### src/rtl/seq_pkg.sv
// Shared constants, state encoding and pointer helper for the step sequencer.
package seq_pkg;

  localparam int STEPS     = 8;
  localparam int VOICES    = 8;
  localparam int SW        = $clog2(STEPS);
  localparam int MIN_TEMPO = 4;

  typedef enum logic [1:0] {
    IDLE  = 2'd0,
    FETCH = 2'd1,
    WAIT  = 2'd2,
    SOUND = 2'd3
  } state_t;

  // Step after ptr: wraps to 0 once ptr reaches or passes the loop end.
  // The loop end may have been lowered below ptr while the step was playing.
  function automatic logic [SW-1:0] next_ptr(input logic [SW-1:0] ptr,
                                             input logic [SW-1:0] last);
    return (ptr >= last) ? '0 : ptr + SW'(1);
  endfunction

endpackage

### src/rtl/step_timer.sv
// Tempo counter for one sounding step, with gate-off and end-of-step compares.
// tempo_div is clamped up to MIN_TEMPO and gate_len is clamped down to the
// last count of the step; both are sampled live on every cycle.
module step_timer
  import seq_pkg::*;
#(
  parameter int TW = 28
) (
  input  logic          clk,
  input  logic          rst,
  input  logic          clear,
  input  logic          run,
  input  logic [TW-1:0] tempo_div,
  input  logic [TW-1:0] gate_len,
  output logic          gate_off,
  output logic          step_end
);

  logic [TW-1:0] count;
  logic [TW-1:0] eff_tempo;
  logic [TW-1:0] last;
  logic [TW-1:0] eff_gate;

  // Clamp the programmed lengths and compare them against the running count.
  // NOTE: every signal written in always_comb gets a value on every path so no latch is inferred.
  always_comb begin
    eff_tempo = (tempo_div < TW'(MIN_TEMPO)) ? TW'(MIN_TEMPO) : tempo_div;
    last      = eff_tempo - TW'(1);
    eff_gate  = (gate_len > last) ? last : gate_len;
    // >= rather than == so a length lowered mid-step still closes at the next compare.
    gate_off  = (count >= eff_gate);
    step_end  = (count >= last);
  end

  // Count clk cycles of the current step; restarted when the row arrives.
  // NOTE: sequential state uses non-blocking assignments so all flops update together at the edge.
  always_ff @(posedge clk or negedge rst) begin
    if (!rst) begin
      count <= '0;
    end else if (clear) begin
      count <= '0;
    end else if (run) begin
      count <= count + TW'(1);
    end
  end

endmodule

### src/rtl/step_scheduler.sv
// Playback controller for the step grid: walks the step pointer, fetches each
// row over a req/ack handshake and drives the per-voice gates for gate_len clks.
module step_scheduler
  import seq_pkg::*;
#(
  parameter int TW = 28
) (
  input  logic              clk,
  input  logic              rst,
  input  logic              play,
  input  logic              stop,
  input  logic [TW-1:0]     tempo_div,
  input  logic [TW-1:0]     gate_len,
  input  logic [SW-1:0]     loop_len,
  output logic              row_req,
  output logic [SW-1:0]     row_addr,
  input  logic              row_ack,
  input  logic [VOICES-1:0] row_data,
  output logic [VOICES-1:0] gate,
  output logic [SW-1:0]     step,
  output logic              step_stb,
  output logic              playing
);

  state_t            state_q;
  state_t            state_d;
  logic [SW-1:0]     pointer;
  logic [VOICES-1:0] row_q;
  logic              take_ack;
  logic              advance;
  logic              gate_off;
  logic              step_end;

  step_timer #(.TW(TW)) u_timer (
    .clk       (clk),
    .rst       (rst),
    .clear     (take_ack | stop),
    .run       (state_q == SOUND),
    .tempo_div (tempo_div),
    .gate_len  (gate_len),
    .gate_off  (gate_off),
    .step_end  (step_end)
  );

  // State register.
  always_ff @(posedge clk or negedge rst) begin
    if (!rst) begin
      state_q <= IDLE;
    end else begin
      state_q <= state_d;
    end
  end

  // Next-state logic; stop overrides everything, including a same-cycle play or ack.
  always_comb begin
    state_d  = state_q;
    take_ack = 1'b0;
    advance  = 1'b0;
    if (stop) begin
      state_d = IDLE;
    end else begin
      case (state_q)
        IDLE:  if (play) state_d = FETCH;
        FETCH: state_d = WAIT;
        WAIT: begin
          if (row_ack) begin
            take_ack = 1'b1;
            state_d  = SOUND;
          end
        end
        SOUND: begin
          if (step_end) begin
            advance = 1'b1;
            state_d = FETCH;
          end
        end
        default: state_d = IDLE;
      endcase
    end
  end

  // Pointer, latched row and step cursor. The latched row is cleared once the
  // gate closes so a later gate_len increase cannot reopen it within the step.
  always_ff @(posedge clk or negedge rst) begin
    if (!rst) begin
      pointer  <= '0;
      row_q    <= '0;
      step     <= '0;
      step_stb <= 1'b0;
    end else begin
      step_stb <= take_ack;
      if (stop) begin
        pointer <= '0;
        row_q   <= '0;
        step    <= '0;
      end else begin
        if (take_ack) begin
          row_q <= row_data;
          step  <= pointer;
        end else if (state_q == SOUND && gate_off) begin
          row_q <= '0;
        end
        if (advance) begin
          pointer <= next_ptr(pointer, loop_len);
        end
      end
    end
  end

  // Outputs decode from registered state so reset clears them without waiting for a clock.
  // The pointer only moves in SOUND, so row_addr is stable for the whole request.
  always_comb begin
    row_req  = (state_q == FETCH) || (state_q == WAIT);
    row_addr = pointer;
    playing  = (state_q != IDLE);
    gate     = (state_q == SOUND && !gate_off) ? row_q : '0;
  end

endmodule

### config.mk
export PLATFORM = sky130hd
export DESIGN_NAME = step_scheduler
export DESIGN_NICKNAME = d
export VERILOG_FILES = /design/src/rtl/seq_pkg.sv /design/src/rtl/step_timer.sv /design/src/rtl/step_scheduler.sv
export SDC_FILE = /design/constraint.sdc
export NUM_CORES = 1
export LEC_CHECK = 0
export ABC_AREA = 1
export CAP_MARGIN = 0
export CORE_ASPECT_RATIO = 1.5
export CORE_MARGIN = 2
export CORE_UTILIZATION = 55
export DETAILED_ROUTE_END_ITERATION = 7
export PLACE_DENSITY = 0.82
export SETUP_SLACK_MARGIN = 0.3
export SLEW_MARGIN = 20
export SYNTH_ARGS = -nofsm -noshare
export SYNTH_HDL_FRONTEND = slang
export SYNTH_SLANG_ARGS = --single-unit
export TNS_END_PERCENT = 5
### constraint.sdc
create_clock -name clk -period 10.6 [get_ports clk]
set_input_delay 1.06 -clock clk [delete_from_list [all_inputs] [get_ports clk]]
set_output_delay 1.06 -clock clk [all_outputs]
set_load 0.03 [all_outputs]
==> summary.txt, run 1 <==
Detailed routing
  – 1st-iter DRT viols: 334
  – DRC errors left: 0
  – Met1 Wirelength: 6.63 mm
  – Post-Route WL: around 16 mm
  – Wire length on met2: 8.20 mm
  – DR vias: 5888
  – ANT nets after route: 0
  – DR pass1 iterations: 5
  – WL/cell: 15.3 µm
  – Vias per inst: around 5.6
  – Top routing layer used: met4
  – Met3 routed WL: 634 µm

Clocking
  – CTS Buf Count: 5
  – Post-CTS sizing: 0
  – Sink Count: 45
  – Htree depth: 2
  – CTS tree: yes
  – Cts hold-fix bufs: 0
  – Clock Path Buffers: 2
  – Clock latency on the worst-skew pair: 0.29 ns
  – CTS Root Cell: clkbuf_16
  – Post-CTS setup buffer count: 0
  – Clock slew at reported path FFs: 0.06 ns

Final layout
  – Filler cells: 879
  – Ant diodes: 0
  – Area grow syn2layout: 19.6%
  – Design Area, Final: 6720 µm²
  – Non-Filler Instances: roughly 1100
  – Layout cells sized above 1: 5.32%
  – Nets: 1097
  – Final core occ: 67.0%

Logic synthesis
  – Flops & latches, synth: 45
  – Count leader, synth: nand2_1
  – Ranking of synthesized cells by area: dfrtp_1, ha_1, nand2_1
  – Top cell type's share of synthesized area: 20.0%
  – Yosys top cell by area: dfrtp_1
  – Post-synth EDFFs: 0
  – Mean post-synth cell area: between 6 and 7 µm²
  – FFs w/ async S/R, synth: 100%
  – Syn nets: approximately 1000
  – Seq/Total Area, Yosys: around a fifth
  – Distinct cells, synth: 44
  – Ys flop type: dfrtp_1
  – Post-Synthesis Cells: ~860
  – Commonest cells in the netlist: nand2_1, inv_1, ha_1, nor2_1, nand3_1
  – Post-Syn Area: 5620 µm²
  – Ys Warns: 0

Place
  – Dpl ws: roughly 1.6 ns
  – Placed Instance Area: ~6600 µm²
  – Final Wtd Congestion: 0.996
  – IO buf count: 88
  – Post-DP HPWL: 13.1 mm
  – Placed cells: ~1000

Timing
  – Final Setup Violations: 0
  – RSZ-0062 raised after global routing: false
  – Worst setup margin: 1.52 ns
  – Fin. max-slew vios: 0
  – Slew @ Worst Pin: roughly 0.78 ns
  – Final worst path period share: between 80% and 90%
  – Max-slew headroom: 47.8%
  – Min Tclk post-route: 9.08 ns
  – Worst hold slack: ~0.51 ns
  – Final Hold Fails: 0
  – Fin Clk Skew: 0.00426 ns
  – Setup TNS: 0 ns
  – Fmax: roughly 0.11 GHz

Global route
  – Total gr overflow: 0
  – Initial antenna violation count: 0
  – Global-route usage over all layers: 30.1%
  – Vias in the first global route: 5808
  – Global-route wire length before repair: 26.6 mm
  – Largest net degree at the start of global routing: 46

Power
  – Leak: 3.40 nW
  – Total power: 567 µW
  – Pwr dens: 84.4 nW/µm²
  – Peak VDD IR: roughly 160 µV

Floorplanning
  – Core region area: 10000 µm²
  – Io pins: a little under 90
  – Die height: 128 µm
  – Starting Density: 56.0%
  – Die Footprint: 11100 µm²
  – # rows: 45
  – Die Width: between 80 and 90 µm

Setup path
  – Worst setup path start: tempo_div[23]
  – Worst path required time: 9.54 ns
  – CP arrival: 8.02 ns
  – Max incr delay on CP: 0.68 ns
  – CP Class: primary input to output pin
  – CP most frequent cell: nand2_1
  – End point of the critical path: gate[5]
  – Reg-to-Reg Start: state_q[1]
  – Crit. End Element: output pin
  – Reg2reg end: u_timer.count[25]
  – R2R setup slack: 7.42 ns
  – Worst setup SP type: primary input
  – Worst-path maximum fanout: 29
  – Critical Path Slowest Stage Cell: clkdlybuf4s50_1
  – Worst Reg-to-Reg Cells: 13

Min path
  – Hold WC Path Type: flip-flop to flip-flop

Flow run
  – Total of max-cap violations: 0

Run status
  – Status: finished, final reports clean
==> placed cells by master, fill, tap and decap left out, drive strengths merged <==
cell type      instances
o211a                  1
o21ai                 37
xnor2                  2
o221a                  1
buf                    3
o22ai                  1
nand2                215
o2111ai                2
a2bb2oi                1
dfrtp                 45
nand3                 67
clkbuf                 7
clkdlybuf4s50         87
o21a                   1
nor2                  77
a211oi                 7
xor2                  20
o31ai                  1
ha                    86
and3                   1
a21oi                 52
nor4                   9
a31oi                  6
nand4                 25
inv                  145
o211ai                 1
a22o                   3
or3                    1
and2                   1
or2                    2
nor3                  32
==> worst max-delay path, delay by kind of cell <==
| kind | cells | cell delay [ns] |
|---|---|---|
| fa+ha+maj | 2 | 0.45 |
| buf+inv | 5 | 1.57 |
| simple gates | 28 | 4.15 |
| compound gates | 5 | 0.78 |
==> how the worst min path moves through the flow <==
stage          cells after the start  slack, ns           endpoint         startpoint
6_report                           1       0.51            step[0]            step[0]
5_1_grt                            1       0.54            step[2]            step[2]
4_1_cts                            1       0.51            step[0]            step[0]
3_5_place_dp                       1       0.48            step[1]            step[1]
3_3_place_gp                       1       0.49            step[1]            step[1]
2_1_floorplan                      1       0.47  u_timer.count[27]  u_timer.count[27]
==> power by group <==
part           total [mW]  switching, mW  internal [mW]
Sequential          0.185        0.00585          0.180
Combinational       0.227          0.140         0.0878
Clock               0.154         0.0617         0.0925
==> routing by layer <==
metal  GRT usage [%]  up-vias
li1                -     3005
met3            2.19       54
met1            34.1     2636
met5               0        -
met2            55.7      193
met4            14.4        0
==> logic make-up after synthesis <==
family,after synthesis,share of synthesized area [%]
AOI/OAI and AO/OA,114,11.5
buffers and inverters,158,11.2
adders and majority gates,86,19.2
and+or+nand+nor,430,34.7
xor gates and xnor gates,22,3.43
DFF,45,20.0
==> registers in the layout, indices dropped and copies added (netlist names) <==
| register | count |
|---|---|
| row_q | 8 |
| row_addr | 3 |
| step_stb | 1 |
| step | 3 |
| u_timer.count | 28 |
| state_q | 2 |
==> layout make-up <==
cell class | instances | area, µm² | area share, %
clock buffers | 7 | 143 | 2.12
inverters | 145 | 544 | 8.10
multi-input cells | 652 | 3860 | 57.5
flip-flops and latches | 45 | 1130 | 16.8
well taps | 117 | 146 | 2.18
repair buffers | 90 | 893 | 13.3
Power figures use the tool's default switching activity.
==> run 2: changes to the inputs <==
ABC_AREA = default   (was 1)
==> summary.txt, run 2 <==
Run status
  – Status: finished, final reports clean

Clocking
  – Sink Count: 45
  – CTS tree: yes
  – Htree depth: 2
  – Clock slew at reported path FFs: about 0.070 ns
  – CTS Root Cell: clkbuf_16
  – CTS Buf Count: 5
  – Clock Path Buffers: 2
  – Clock latency on the worst-skew pair: 0.29 ns

Setup path
  – R2R setup slack: 7.33 ns
  – CP Class: primary input to output pin
  – CP arrival: 8.86 ns
  – Worst-path maximum fanout: 10
  – Reg2reg end: row_addr[2]
  – Crit. End Element: output pin
  – Worst path required time: 9.54 ns
  – Worst setup SP type: primary input
  – Max incr delay on CP: 0.58 ns
  – Reg-to-Reg Start: u_timer.count[5]
  – Worst Reg-to-Reg Cells: 9
  – Critical Path Slowest Stage Cell: or4_4

Logic synthesis
  – Ranking of synthesized cells by area: dfrtp_1, ha_1, mux2_2
  – Top cell type's share of synthesized area: 21.4%
  – Commonest cells in the netlist: ha_1, nor2_1, dfrtp_1, inv_1, xor2_1
  – Seq/Total Area, Yosys: 21.4%
  – Flops & latches, synth: 45
  – Ys flop type: dfrtp_1
  – Post-synth EDFFs: 0
  – Post-Syn Area: 5260 µm²
  – Mean post-synth cell area: about 8.8 µm²
  – Ys Warns: 0
  – FFs w/ async S/R, synth: 100%
  – Post-Synthesis Cells: 598
  – Yosys top cell by area: dfrtp_1
  – Count leader, synth: ha_1
  – Syn nets: 756
  – Distinct cells, synth: 66

Floorplanning
  – Core region area: 9250 µm²
  – Die height: around 120 µm
  – Die Footprint: 10400 µm²
  – Starting Density: 56.9%
  – # rows: 43
  – Die Width: 83.9 µm
  – Io pins: roughly 90

Timing
  – Setup TNS: 0 ns
  – Fmax: 0.101 GHz
  – Fin. max-slew vios: 0
  – Final Setup Violations: 0
  – Worst setup margin: between 0.6 and 0.7 ns
  – Max-slew headroom: approximately 29%
  – Min Tclk post-route: slightly below 10 ns
  – Fin Clk Skew: 0.00632 ns
  – Slew @ Worst Pin: 1.06 ns
  – Worst hold slack: about 0.52 ns
  – Final Hold Fails: 0
  – RSZ-0062 raised after global routing: false
  – Final worst path period share: 93.6%

Power
  – Leak: 3.06 nW
  – Sequential power share: 35.8%
  – Comb pwr share: 37.4%
  – P_int: 387 µW
  – Sw Share: 34.2%
  – Pwr dens: between 90 and 100 nW/µm²
  – Peak VDD IR: 129 µV
  – P_sw: 201 µW
  – Clock Power Share: a little over a quarter
  – Total power: 588 µW

Detailed routing
  – DR vias: 4779
  – Met3 routed WL: 463 µm
  – DRC errors left: 0
  – Met1 Wirelength: 5.77 mm
  – ANT nets after route: 0
  – Vias per inst: 5.98
  – DR pass1 iterations: 4
  – Post-Route WL: 13.4 mm
  – Top routing layer used: met4
  – WL/cell: 16.7 µm
  – 1st-iter DRT viols: 125
  – Wire length on met2: 6.80 mm

Place
  – Placed Instance Area: roughly 6200 µm²
  – Dpl ws: around 0.28 ns
  – Placed cells: 788
  – Post-DP HPWL: 10.7 mm
  – IO buf count: 88
  – Final Wtd Congestion: around 0.95

Final layout
  – Nets: 844
  – Layout cells sized above 1: approximately a tenth
  – Final core occ: 69.5%
  – Largest register FFs: 28
  – Most frequent cells in the layout: ha_1, clkdlybuf4s50_1, nor2_1
  – Non-Filler Instances: 799
  – Design Area, Final: 6430 µm²
  – Ant diodes: 0
  – Top reg by flops: u_timer.count
  – Area grow syn2layout: 22.3%
  – Commonest non-fill, non-tap cell in the layout: ha_1
  – Largest regs: u_timer.count x28, row_q x8

Global route
  – Largest net degree at the start of global routing: 46
  – Total gr overflow: 0
  – Vias in the first global route: around 4800
  – Initial antenna violation count: 0
  – Global-route usage over all layers: 26.0%
  – Global-route wire length before repair: around 22 mm

Min path
  – Hold WC Path Type: flip-flop to flip-flop
  – Critical hold path startpoint: step[2]
  – Worst Hold Path EP: step[2]
  – WHS Path Cells: 1

Flow run
  – Total of max-cap violations: 0
[run 2: cell count changes in the layout (fill, tap and decap cells not counted), moves of 26 or more]
cell / change
nand2_1: -178
inv_1: -91
nand3_1: -37
a21oi_1: -30
nor3_1: -27
mux2_2: +26
[run 2: critical path: cells and delay by family]
kind            cells  cell delay, ns
compound gates     13            2.96
buf+inv             6            1.29
simple gates        8            2.19
xor+xnor            1            0.23
mux                 1            0.34
fa+ha+maj           3            0.80
[run 2: final cells by class]
class / instances / area (µm²)
Tap cell: 112 / 140
Sequential cell: 45 / 1130
Multi-Input combinational cell: 500 / 3940
Fill cell: 765 / 2820
Timing Repair Buffer: 96 / 933
Clock inverter: 3 / 22.5
Inverter: 38 / 143
Clock buffer: 5 / 125
[run 2: timing repair]
action,in CTS,in global routing
gates resized for setup,0,6
gates cloned,0,1
setup endpoints to repair,8,8
hold buffers,0,0
buffers inserted,2,0
pin swaps,1,2
[run 2: worst max-delay path by stage]
stage	from	to	slack (ns)
5_1_grt	tempo_div[16]	gate[4]	0.25
3_5_place_dp	tempo_div[21]	gate[6]	0.28
6_report	tempo_div[16]	gate[1]	0.68
4_1_cts	tempo_div[21]	gate[6]	0.34
3_3_place_gp	tempo_div[21]	gate[7]	0.53
2_1_floorplan	tempo_div[21]	gate[0]	1.09
[run 2: kinds of logic after synthesis]
kind of cell	count (synthesis)	share of synthesized area, %
AO/OA/AOI/OAI	108	14.9
flip-flops	45	21.4
adder cells (fa/ha/maj)	89	21.0
AND/OR/NAND/NOR	213	21.9
buffers and inverters	54	4.30
XOR/XNOR	56	9.58
multiplexers	33	6.92
[run 2: power groups by stage]
stage | registers, mW | clock network (mW) | logic [mW]
after global routing | 0.213 | 0.169 | 0.244
after CTS | 0.210 | 0.160 | 0.219
final | 0.210 | 0.157 | 0.220
after floorplan | 0.210 | 0 | 0.135
after detailed placement | 0.212 | 0 | 0.215
after global placement | 0.211 | 0 | 0.208
[run 2: metal layers]
metal | track usage (%) | vias up
li1 | - | 2385
met1 | 32.1 | 2258
met2 | 47.6 | 116
met3 | 2.25 | 20
met4 | 8.87 | 0
met5 | 0 | -
